## src/rtl/input_debounce_sync.sv

```systemverilog
// Push-button / slide-switch conditioner: 2-FF sync, per-channel debounce,
// edge pulses, sticky rising-edge events and a maskable interrupt.

module input_debounce_chan #(
    parameter int CNT_W           = 20,
    parameter int DEBOUNCE_CYCLES = 250000
) (
    input  logic clk_i,
    input  logic rst_ni,
    input  logic sync_i,
    output logic level_o,
    output logic rise_o,
    output logic fall_o
);
    localparam logic [CNT_W-1:0] CNT_LAST = CNT_W'(DEBOUNCE_CYCLES - 1);

    logic [CNT_W-1:0] cnt_q, cnt_d;
    logic             level_q, level_d;
    logic             rise_q, rise_d;
    logic             fall_q, fall_d;

    // Any sample matching the current level restarts the stability count.
    always_comb begin
        cnt_d   = '0;
        level_d = level_q;
        rise_d  = 1'b0;
        fall_d  = 1'b0;
        if (sync_i != level_q) begin
            if (cnt_q == CNT_LAST) begin
                level_d = sync_i;
                rise_d  = sync_i;
                fall_d  = ~sync_i;
            end else begin
                cnt_d = cnt_q + 1'b1;
            end
        end
    end

    always_ff @(posedge clk_i) begin
        if (!rst_ni) begin
            cnt_q   <= '0;
            level_q <= 1'b0;
            rise_q  <= 1'b0;
            fall_q  <= 1'b0;
        end else begin
            cnt_q   <= cnt_d;
            level_q <= level_d;
            rise_q  <= rise_d;
            fall_q  <= fall_d;
        end
    end

    assign level_o = level_q;
    assign rise_o  = rise_q;
    assign fall_o  = fall_q;
endmodule

module input_debounce_sync #(
    parameter int NUM_IN          = 12,
    parameter int CNT_W           = 20,
    parameter int DEBOUNCE_CYCLES = 250000
) (
    input  logic              clk_i,
    input  logic              rst_ni,
    input  logic [NUM_IN-1:0] pin_i,
    output logic [NUM_IN-1:0] level_o,
    output logic [NUM_IN-1:0] rise_o,
    output logic [NUM_IN-1:0] fall_o,
    output logic [NUM_IN-1:0] event_o,
    input  logic [NUM_IN-1:0] clr_i,
    input  logic [NUM_IN-1:0] irq_en_i,
    output logic              irq_o
);
    logic [NUM_IN-1:0] s1_q, s2_q;
    logic [NUM_IN-1:0] event_q, event_d;
    logic              irq_q, irq_d;

    for (genvar g = 0; g < NUM_IN; g++) begin : g_chan
        input_debounce_chan #(
            .CNT_W          (CNT_W),
            .DEBOUNCE_CYCLES(DEBOUNCE_CYCLES)
        ) u_chan (
            .clk_i  (clk_i),
            .rst_ni (rst_ni),
            .sync_i (s2_q[g]),
            .level_o(level_o[g]),
            .rise_o (rise_o[g]),
            .fall_o (fall_o[g])
        );
    end

    // Set has priority over a simultaneous clear.
    assign event_d = rise_o | (event_q & ~clr_i);
    assign irq_d   = |(event_q & irq_en_i);

    always_ff @(posedge clk_i) begin
        if (!rst_ni) begin
            s1_q    <= '0;
            s2_q    <= '0;
            event_q <= '0;
            irq_q   <= 1'b0;
        end else begin
            s1_q    <= pin_i;
            s2_q    <= s1_q;
            event_q <= event_d;
            irq_q   <= irq_d;
        end
    end

    assign event_o = event_q;
    assign irq_o   = irq_q;
endmodule

```

## config.mk

```make
export PLATFORM = sky130hd
export DESIGN_NAME = input_debounce_sync
export DESIGN_NICKNAME = d
export VERILOG_FILES = /design/src/rtl/input_debounce_sync.sv
export SDC_FILE = /design/constraint.sdc
export NUM_CORES = 1
export LEC_CHECK = 0
export BUFFER_PORTS_ARGS = -buffer_cell sky130_fd_sc_hd__buf_2
export CAP_MARGIN = 0
export CORE_MARGIN = 2
export CORE_UTILIZATION = 35
export CTS_CLUSTER_SIZE = 14
export DETAILED_ROUTE_END_ITERATION = 7
export PLACE_DENSITY = 0.51
export RECOVER_POWER = 100
export SLEW_MARGIN = 10
export SYNTH_ARGS = -nofsm -noshare
export SYNTH_HDL_FRONTEND = slang
export SYNTH_SLANG_ARGS = --single-unit
```

## constraint.sdc

```tcl
create_clock -name clk_i -period 2.1 [get_ports clk_i]
set_clock_uncertainty 0.2 [all_clocks]
set_input_delay 0.42 -clock clk_i [delete_from_list [all_inputs] [get_ports clk_i]]
set_output_delay 0.42 -clock clk_i [all_outputs]
set_load 0.03 [all_outputs]
```

==> qor.txt, run 1 <==
syn avg cell area -> 8.77 um2
area leader, netlist -> dfxtp_1
Num Clock Sinks -> 313
Nets -> 1748
WL/cell -> 13.3 um
syn nets -> 1592
Synth Flop Type -> dfxtp_1
clock root buffer -> clkbuf_16
Worst Setup End Kind -> register
core area -> 0.0378 mm2
P_leak -> 5.47 nW
critical path class -> reg2reg
clk slew on worst S/H paths -> 0.05 ns
final hold slack -> 0.0335 ns
startpoint class of the critical path -> register
drt drc -> 0
Synth Instances -> 1542
PD cells -> 781 mW/mm2
setup TNS -> 0 ns
# IOs -> 87
post-route minimum period -> 2.00 ns
Distinct cells, synth -> 51
final WL -> 29600 um
Initial Util -> 35.7%
TritonCTS clock tree -> built
FF+latch count, synth -> 313
Hold WC Path Type -> in2reg
final count of hold timing violations -> 0
total CTS buffers -> 37
Final period util -> 95.3%
Die Y-Extent -> 201 um
worst-margin pin slew -> 0.715 ns
EDFF count, synth -> 0
Antenna Nets Post-Route -> 0
RD Place Congestion -> 0.803
Buf/Inv on CP -> 1
num rows -> 71
FMAX -> 499 MHz
clk_lat worst skew -> 0.53 ns
Pwr Total -> 12.7 mW
CP Cell Sequence -> or4_1 > nor4_1 > a31o_2 > buf_4 > nor2_1
max cap viols -> 0
endpoints failing setup -> 0
pin count of the biggest net entering global routing -> 24
CP peak stage delay -> 0.53 ns
crit path max fanout -> 9
detailed-route via count -> 11.1k
Mapped Area -> 0.0135 mm2
required time of the critical path -> 2.32 ns
Synth-to-Final Area Change -> 20.3%
vias in the first global route -> 10.4k
final cell count without fillers -> 2235
top cells by instance count after synthesis -> dfxtp_1 (313), nor2_1 (207), xor2_1 (89)
Max H-tree Level -> 2
total grt overflow -> 0
antenna violations before repair -> 0
Vias/cell -> 4.96
Final Max Tran Viols -> 0
first-pass GRT wire length -> 49700 um
outcome -> complete, no violations
top cells by area, synth -> dfxtp_1 (46%), xor2_1 (5.8%), nor2_1 (5.7%)
Slew headroom -> 52.4%
Tot GR Track Use -> 14.5%
reg-to-reg setup timing slack -> 0.1 ns
Ys Warns -> 0
Die Footprint -> 0.0402 mm2
share of cells above drive strength 1 -> 12.1%
Peak VDD IR -> 0.401 mV
Synth async-reset ratio -> 0%
Die W -> 201 um
Critical Path Slowest Stage Cell -> or4_1
crit path DAT -> 2.22 ns
first-iteration detailed-routing DRC count -> 503
drt first pass iters -> 5
cell family with most CP delay -> simple AND/OR/NAND/NOR gates
Seq/Total Area, Yosys -> 46.3%
Yosys top cell area share -> 46.3%
Cells after DPL -> 2143
port buffer count -> 86
clk buf depth -> 3
most frequent cell after synthesis -> dfxtp_1
dpl hpwl -> 21200 um
[path summary, 6_finish.rpt]
kind | from | endpoint | cells past startpoint
hold reg to reg | g_chan[9].u_chan.cnt_q[0] | g_chan[9].u_chan.cnt_q[0] | 1
setup / recovery | g_chan[0].u_chan.cnt_q[10] | g_chan[0].u_chan.cnt_q[8] | 5
hold / removal | irq_en_i[8] | irq_o | 3
setup reg to reg | g_chan[0].u_chan.cnt_q[10] | g_chan[0].u_chan.cnt_q[8] | 5
[worst min-delay path, delay by kind of cell]
| kind | cells | cell delay [ns] |
|---|---|---|
| AO/OA/AOI/OAI | 2 | 0.21 |
| buffers and inverters | 1 | 0.08 |
[flip-flops by register name, summed over array words and instances, names as in the netlist]
register,cells
event_o,12
g_chan.u_chan.cnt_q,240
g_chan.u_chan.fall_o,12
g_chan.u_chan.level_o,12
g_chan.u_chan.rise_o,12
irq_o,1
s1_q,12
s2_q,12
[layout by cell type (no fill, tap or decap), types with 10 or more instances in the layout]
cell type,Yosys,routed
dfxtp_1,313,312
nor3_1,29,29
nand4_1,78,78
or4_1,27,22
xor2_1,89,89
dlygate4sd3_1,0,25
buf_2,14,36
nand2_1,77,77
nor4b_1,13,13
a21oi_1,83,82
nor4_1,37,36
or3_1,55,55
nand3_1,81,81
nor2_1,207,207
and2_1,31,24
and4_1,35,35
o31ai_1,19,19
clkbuf_1,32,63
xnor2_1,69,69
and3_1,37,37
clkbuf_16,0,39
o21ai_0,55,56
buf_4,39,74
ha_1,12,12
nor2b_1,11,11
clkbuf_2,5,10
inv_1,48,48
[final cells by class]
type / count / area, um2
Tap cell: 511 / 639
Antenna cell: 1 / 2.50
Clock inverter: 9 / 130
Multi-Input combinational cell: 1090 / 6580
Clock buffer: 55 / 1130
Timing Repair Buffer: 207 / 1330
Fill cell: 3862 / 21600
Inverter: 49 / 184
Sequential cell: 313 / 6270
[per-layer routing]
layer	share of wire [%]	wire length, um	GRT usage (%)
met1	49	14500	19.3
met2	45	13400	23.9
met3	3.6	1070	2.94
met4	2.0	596	4.13
met5	0	0	0
[where the power goes]
part	internal [mW]	total (mW)	switching (mW)
Clock	4.07	6.50	2.43
Sequential	5.97	5.99	0.0173
Combinational	0.0976	0.206	0.109
[stage by stage]
step | worst slack (ns) | utilization, % | cell area, um2
finish | 0.0977 | 43.0 | 16300
global route | -0.0228 | 43.0 | 16300
CTS | 0.0356 | 43.2 | 16400
detailed placement | 0.0444 | 39.2 | 14900
global placement | 0.0928 | 39.2 | 14900
floorplan | 0.0786 | - | 13500
[logic make-up (layout without fill, tap and decap cells)]
| family | count (synthesis) | count (layout) | synth area share [%] |
|---|---|---|---|
| AND/OR/NAND/NOR | 736 | 736 | 29.3 |
| flip-flops | 313 | 313 | 46.3 |
| AO/OA/AOI/OAI | 182 | 182 | 7.76 |
| XOR/XNOR | 158 | 158 | 10.2 |
| buffers and inverters | 139 | 320 | 5.12 |
| adder cells (fa/ha/maj) | 12 | 12 | 1.11 |
| multiplexers | 2 | 2 | 0.148 |
| other | 0 | 1 | 0 |
[timing repair]
action,4_1_cts,5_1_grt
endpoints found under the setup margin,0,12
resized for setup,0,8
buffers inserted,0,2
hold buffers,25,0
hold endpoints to repair,24,0
No activity file was read; power rests on OpenSTA's default activity.
==> inputs of run 2 (changes only) <==
Settings changed: ABC_AREA set to 1, CTS_CLUSTER_SIZE 14 to 40.
==> run 2 against run 1 <==
Effect of this change:
- hold slack better by 0.0079 ns
- routed wire length grew 16%
- design area up 6.0%
- clock power increased by 4.2%
- synthesized cell count up 44%
- fmax up 2.8%
- largest power group unchanged
==> qor.txt, run 2 <==
share of cells above drive strength 1 -> 6.65%
Ys Warns -> 0
dpl hpwl -> 25100 um
first-iteration detailed-routing DRC count -> 662
Vias/cell -> 4.62
met1 usage -> 21.1%
reg2reg path depth -> 8
Worst R2R Start -> g_chan[9].u_chan.cnt_q[0]
TritonCTS clock tree -> built
Clock Power Share -> 52.3%
Yosys top cell area share -> 41.7%
critical path class -> reg2out
crit path DAT -> 1.33 ns
Synth Instances -> 2216
Worst Hold Launch -> irq_en_i[5]
required time of the critical path -> 1.48 ns
EDFF count, synth -> 0
Tot GR Track Use -> 15.7%
drt first pass iters -> 5
Largest Register -> g_chan.u_chan.cnt_q
cell family with most CP delay -> flip-flops
# IOs -> 87
Initial Util -> 35.6%
WL/cell -> 11.9 um
GRT Max-Usage Layer -> met2
total CTS buffers -> 37
Num Clock Sinks -> 313
Hold Path Stages -> 5
PD cells -> 751 mW/mm2
Nets -> 2372
placed instance area -> 0.0159 mm2
RD Place Congestion -> 0.872
final count of hold timing violations -> 0
Synth-to-Final Area Change -> 14.8%
Synth async-reset ratio -> 0%
core area -> 0.0421 mm2
top cells by instance count after synthesis -> nand2_1 (578), nor2_1 (494), dfxtp_1 (313)
pin count of the biggest net entering global routing -> 21
Pint -> 10.3 mW
Die W -> 211 um
FMAX -> 514 MHz
syn avg cell area -> 6.78 um2
Antenna Nets Post-Route -> 0
vias in the first global route -> 12.5k
Distinct cells, synth -> 34
Switching Fraction -> 20.7%
Peak VDD IR -> 0.562 mV
clk buf depth -> 3
# diodes -> 0
Design Area, Final -> 0.0172 mm2
first-pass GRT wire length -> 58500 um
most frequent cell after synthesis -> nand2_1
commonest non-fill, non-tap cells in the layout -> nand2_1 (580), nor2_1 (502), dfxtp_1 (313)
reg-to-reg setup timing slack -> 0.19 ns
P_leak -> 5.54 nW
clock root buffer -> clkbuf_16
startpoint class of the critical path -> register
worst-margin pin slew -> 0.665 ns
Final Max Tran Viols -> 0
endpoints failing setup -> 0
crit path max fanout -> 2
area leader, netlist -> dfxtp_1
Final Util -> 40.9%
Final period util -> 92.7%
CP peak stage delay -> 0.43 ns
commonest non-fill, non-tap cell in the layout -> nand2_1
Die Y-Extent -> 211 um
Post-CTS Setup Bufs -> 0
clk_lat worst skew -> 0.54 ns
Max H-tree Level -> 2
clk slew on worst S/H paths -> 0.05 ns
Logic pwr share -> 1.5%
top cells by area, synth -> dfxtp_1 (42%), nand2_1 (14%), nor2_1 (12%)
Synth Flop Type -> dfxtp_1
port buffer count -> 86
Seq/Total Area, Yosys -> 41.7%
met3 GRT Util -> 3.15%
switching pwr -> 2.68 mW
reg-to-reg critical path endpoint -> g_chan[9].u_chan.cnt_q[15]
Hold WC Path Type -> in2reg
RSZ-0062 raised after global routing -> false
Slew headroom -> 55.6%
final WL -> 34400 um
Critical Path Slowest Stage Cell -> dfxtp_1
Die Footprint -> 0.0446 mm2
setup TNS -> 0 ns
hold worst-path end -> irq_o
Worst Setup End Kind -> output pin
antenna violations before repair -> 0
CP Cell Sequence -> clkbuf_1
syn nets -> 2266
total grt overflow -> 0
post-route minimum period -> 1.95 ns
detailed-route via count -> 13.3k
Reg power frac -> 46.2%
num rows -> 75
Largest register FFs -> 240
Mapped Area -> 0.0150 mm2
drt drc -> 0
outcome -> complete, no violations
M2 GR Usage -> 25.5%
max cap viols -> 0
Buf/Inv on CP -> 1
FF+latch count, synth -> 313
-- run 2: cell count changes in the layout (fill, tap and decap cells not counted), sizes merged, moves of 52 or more --
cell,delta
nor2,+309
inv,+170
nand3,+52
or3,-56
nand2,+511
buf,-72
-- run 2: timing repair --
action | in CTS | in global routing
resized for setup | 0 | 6
setup endpoints to repair | 0 | 41
hold endpoints to repair | 25 | 0
hold buffers | 25 | 0
-- run 2: kinds of logic after synthesis --
kind of cell / count (synthesis) / synth area share, %
XOR/XNOR: 81 / 4.72
AO/OA/AOI/OAI: 169 / 5.91
buffers and inverters: 278 / 8.51
AND/OR/NAND/NOR: 1363 / 38.1
flip-flops: 313 / 41.7
adder cells (fa/ha/maj): 12 / 1.00
-- run 2: how the worst max path moves through the flow --
stage | from | end | slack [ns] | depth (start not counted)
final | event_o[5] | event_o[5] | 0.15 | 1
after global routing | g_chan[9].u_chan.cnt_q[0] | g_chan[9].u_chan.cnt_q[15] | 0.02 | 8
after CTS | g_chan[5].u_chan.cnt_q[0] | g_chan[5].u_chan.cnt_q[15] | 0.12 | 8
after detailed placement | rst_ni | g_chan[1].u_chan.cnt_q[12] | 0.11 | 6
after global placement | rst_ni | g_chan[9].u_chan.cnt_q[16] | 0.18 | 8
after floorplan | g_chan[0].u_chan.cnt_q[0] | g_chan[0].u_chan.cnt_q[10] | 0.44 | 9
-- run 2: layer usage --
metal / wire length, um / part of all wire [%] / up-vias
li1: - / - / 7111
met1: 17000 / 49 / 5983
met2: 15100 / 44 / 198
met3: 1500 / 4.4 / 52
met4: 779 / 2.3 / 0
met5: 0 / 0 / -
-- run 2: cell type report --
| type | instances | area [um2] |
|---|---|---|
| Fill cell | 4444 | 24900 |
| Multi-Input combinational cell | 1625 | 7450 |
| Inverter | 218 | 818 |
| Sequential cell | 313 | 6270 |
| Timing Repair Buffer | 127 | 758 |
| Tap cell | 539 | 674 |
| Clock inverter | 12 | 195 |
| Clock buffer | 52 | 1080 |
-- run 2: power groups by stage --
stage | registers [mW] | clock network (mW) | logic [mW]
floorplan | 6.11 | 0 | 0.0953
global placement | 6.12 | 0 | 0.176
detailed placement | 6.12 | 0 | 0.178
CTS | 5.99 | 7.03 | 0.214
global route | 5.99 | 7.27 | 0.224
finish | 5.99 | 6.77 | 0.197
-- run 2: per-stage QoR --
| stage | worst slack, ns | cells | hold WS, ns | power, mW |
|---|---|---|---|---|
| after global placement | 0.184 | 2797 | 0.194 | 6.29 |
| after floorplan | 0.435 | 2216 | 0.190 | 6.21 |
| final | 0.153 | 2886 | 0.0415 | 13.0 |
| after global routing | 0.0152 | 2886 | 0.0584 | 13.5 |
| after CTS | 0.115 | 2886 | 0.00560 | 13.2 |
| after detailed placement | 0.114 | 2797 | 0.197 | 6.30 |
==> inputs of run 3 (changes only) <==
Settings changed: CORE_MARGIN 2 to not set.
==> run 3 against run 2 <==
Effect of this change:
- via count fell by 0.84%
- flip-flop and latch count unchanged
- count of clock-buffer cells in the layout increased by 2
- critical path depth increased by 1
- hold slack gained 0.0054 ns
- utilization grew 0.056 points
- fmax shrank 3.3%
- non-clock buffer count decreased by 3
- total power down 1.4%
- global-route usage rose by 0.49 points
- critical endpoint is now event_o[6]
==> qor.txt, run 3 (synthesis gave the netlist of run 2 again) <==
Final period util -> 95.8%
outcome -> complete, no violations
num rows -> 75
Synth-to-Final Area Change -> 15.0%
commonest non-fill, non-tap cells in the layout -> nand2_1 (580), nor2_1 (499), dfxtp_1 (313)
core area -> 0.0421 mm2
dpl hpwl -> 25600 um
fillcell total -> 4449
Post-CTS Setup Bufs -> 0
critical path class -> reg2out
clk_lat worst skew -> 0.55 ns
max cap viols -> 0
Num Clock Sinks -> 313
drt drc -> 0
post-route minimum period -> 2.01 ns
P_leak -> 5.59 nW
final cell count without fillers -> 2882
Max H-tree Level -> 2
first-iteration detailed-routing DRC count -> 562
Worst Setup End Kind -> output pin
commonest non-fill, non-tap cell in the layout -> nand2_1
clk buf depth -> 3
Initial Util -> 35.6%
RSZ-0062 raised after global routing -> false
PD cells -> 739 mW/mm2
Nets -> 2370
Tot GR Track Use -> 16.2%
drt first pass iters -> 8
vias in the first global route -> 12.4k
WL/cell -> 12.1 um
Hold WC Path Type -> in2reg
detailed-route via count -> 13.2k
Peak VDD IR -> 0.577 mV
clock root buffer -> clkbuf_16
required time of the critical path -> 1.48 ns
Slew headroom -> 21.2%
TritonCTS clock tree -> built
startpoint class of the critical path -> register
Final Max Tran Viols -> 0
worst-margin pin slew -> 1.18 ns
antenna violations before repair -> 0
RD Place Congestion -> 0.875
final count of hold timing violations -> 0
Antenna Nets Post-Route -> 0
clk slew on worst S/H paths -> 0.05 ns
port buffer count -> 86
# diodes -> 0
total CTS buffers -> 38
first-pass GRT wire length -> 58800 um
endpoints failing setup -> 0
FMAX -> 497 MHz
crit path max fanout -> 2
Largest register FFs -> 240
pin count of the biggest net entering global routing -> 23
share of cells above drive strength 1 -> 7.13%
Die Y-Extent -> 209 um
final WL -> 35000 um
setup TNS -> 0 ns
# IOs -> 87
Die Footprint -> 0.0437 mm2
Cells after DPL -> 2796
total grt overflow -> 0
Vias/cell -> 4.59
crit path DAT -> 1.39 ns
Die W -> 209 um
Largest Register -> g_chan.u_chan.cnt_q
## run 3: cell types whose count changed in the layout (fill, tap and decap cells not counted), sizes merged
cell,before,now
bufinv,5,2
inv,219,218
dlymetal6s4s,0,1
buf,41,47
clkinvlp,1,0
dlygate4sd3,25,23
clkbuf,113,107
clkinv,5,7
## run 3: where the power goes
part	leakage (nW)	switching, mW	total (mW)	internal [mW]
clock	0.624	2.53	6.57	4.04
sequential	2.53	0.0196	5.99	5.97
combinational	2.44	0.113	0.208	0.0952
total	5.59	2.66	12.8	10.1
## run 3: metal layers
layer / track usage (%) / up-vias / routed length (um)
met5: 0 / - / 0
met4: 4.87 / 0 / 761
met3: 3.19 / 58 / 1280
met2: 25.9 / 178 / 15200
met1: 22.1 / 5884 / 17800
li1: - / 7112 / -
## run 3: stage by stage
| stage | setup WS (ns) | hold slack, ns | cell area (um2) | power [mW] | util [%] |
|---|---|---|---|---|---|
| 4_1_cts | 0.107 | 0.0322 | 17400 | 13.0 | 41.3 |
| 3_3_place_gp | 0.203 | 0.192 | 15900 | 6.30 | 37.7 |
| 3_5_place_dp | 0.160 | 0.197 | 15900 | 6.30 | 37.7 |
| 2_1_floorplan | 0.435 | 0.190 | 15000 | 6.21 | - |
| 6_report | 0.0872 | 0.0469 | 17300 | 12.8 | 41.0 |
| 5_1_grt | 0.0176 | 0.0512 | 17300 | 13.3 | 41.0 |
## run 3: final timing paths
check                                                from                          to  slack [ns]  cells past startpoint
worst max register to register  g_chan[1].u_chan.cnt_q[0]  g_chan[1].u_chan.cnt_q[15]        0.19                      6
worst max-delay path                           event_o[6]                  event_o[6]        0.09                      2
worst min-delay path                             clr_i[0]                  event_o[0]        0.05                      4
worst min register to register                   s1_q[10]                    s2_q[10]        0.21                      2
## run 3: final cells by class
type	instances	area, um2	share of cell area (%)
clock buffer	54	1150	6.69
clock inverter	9	95.1	0.551
inverter	218	818	4.74
multi-input combinational	1625	7440	43.1
sequential	313	6270	36.3
tap	539	674	3.91
timing repair buffer	124	821	4.75
## run 3: what timing repair did
item | 4_1_cts | 5_1_grt
resized for setup | 0 | 3
hold endpoints to repair | 23 | 0
setup endpoints to repair | 0 | 16
hold buffers | 23 | 0
## run 3: critical path, stage by stage, from the launching register on
cell	delay, ns
dfxtp_1	0.40
clkbuf_1	0.21
buf_2	0.24
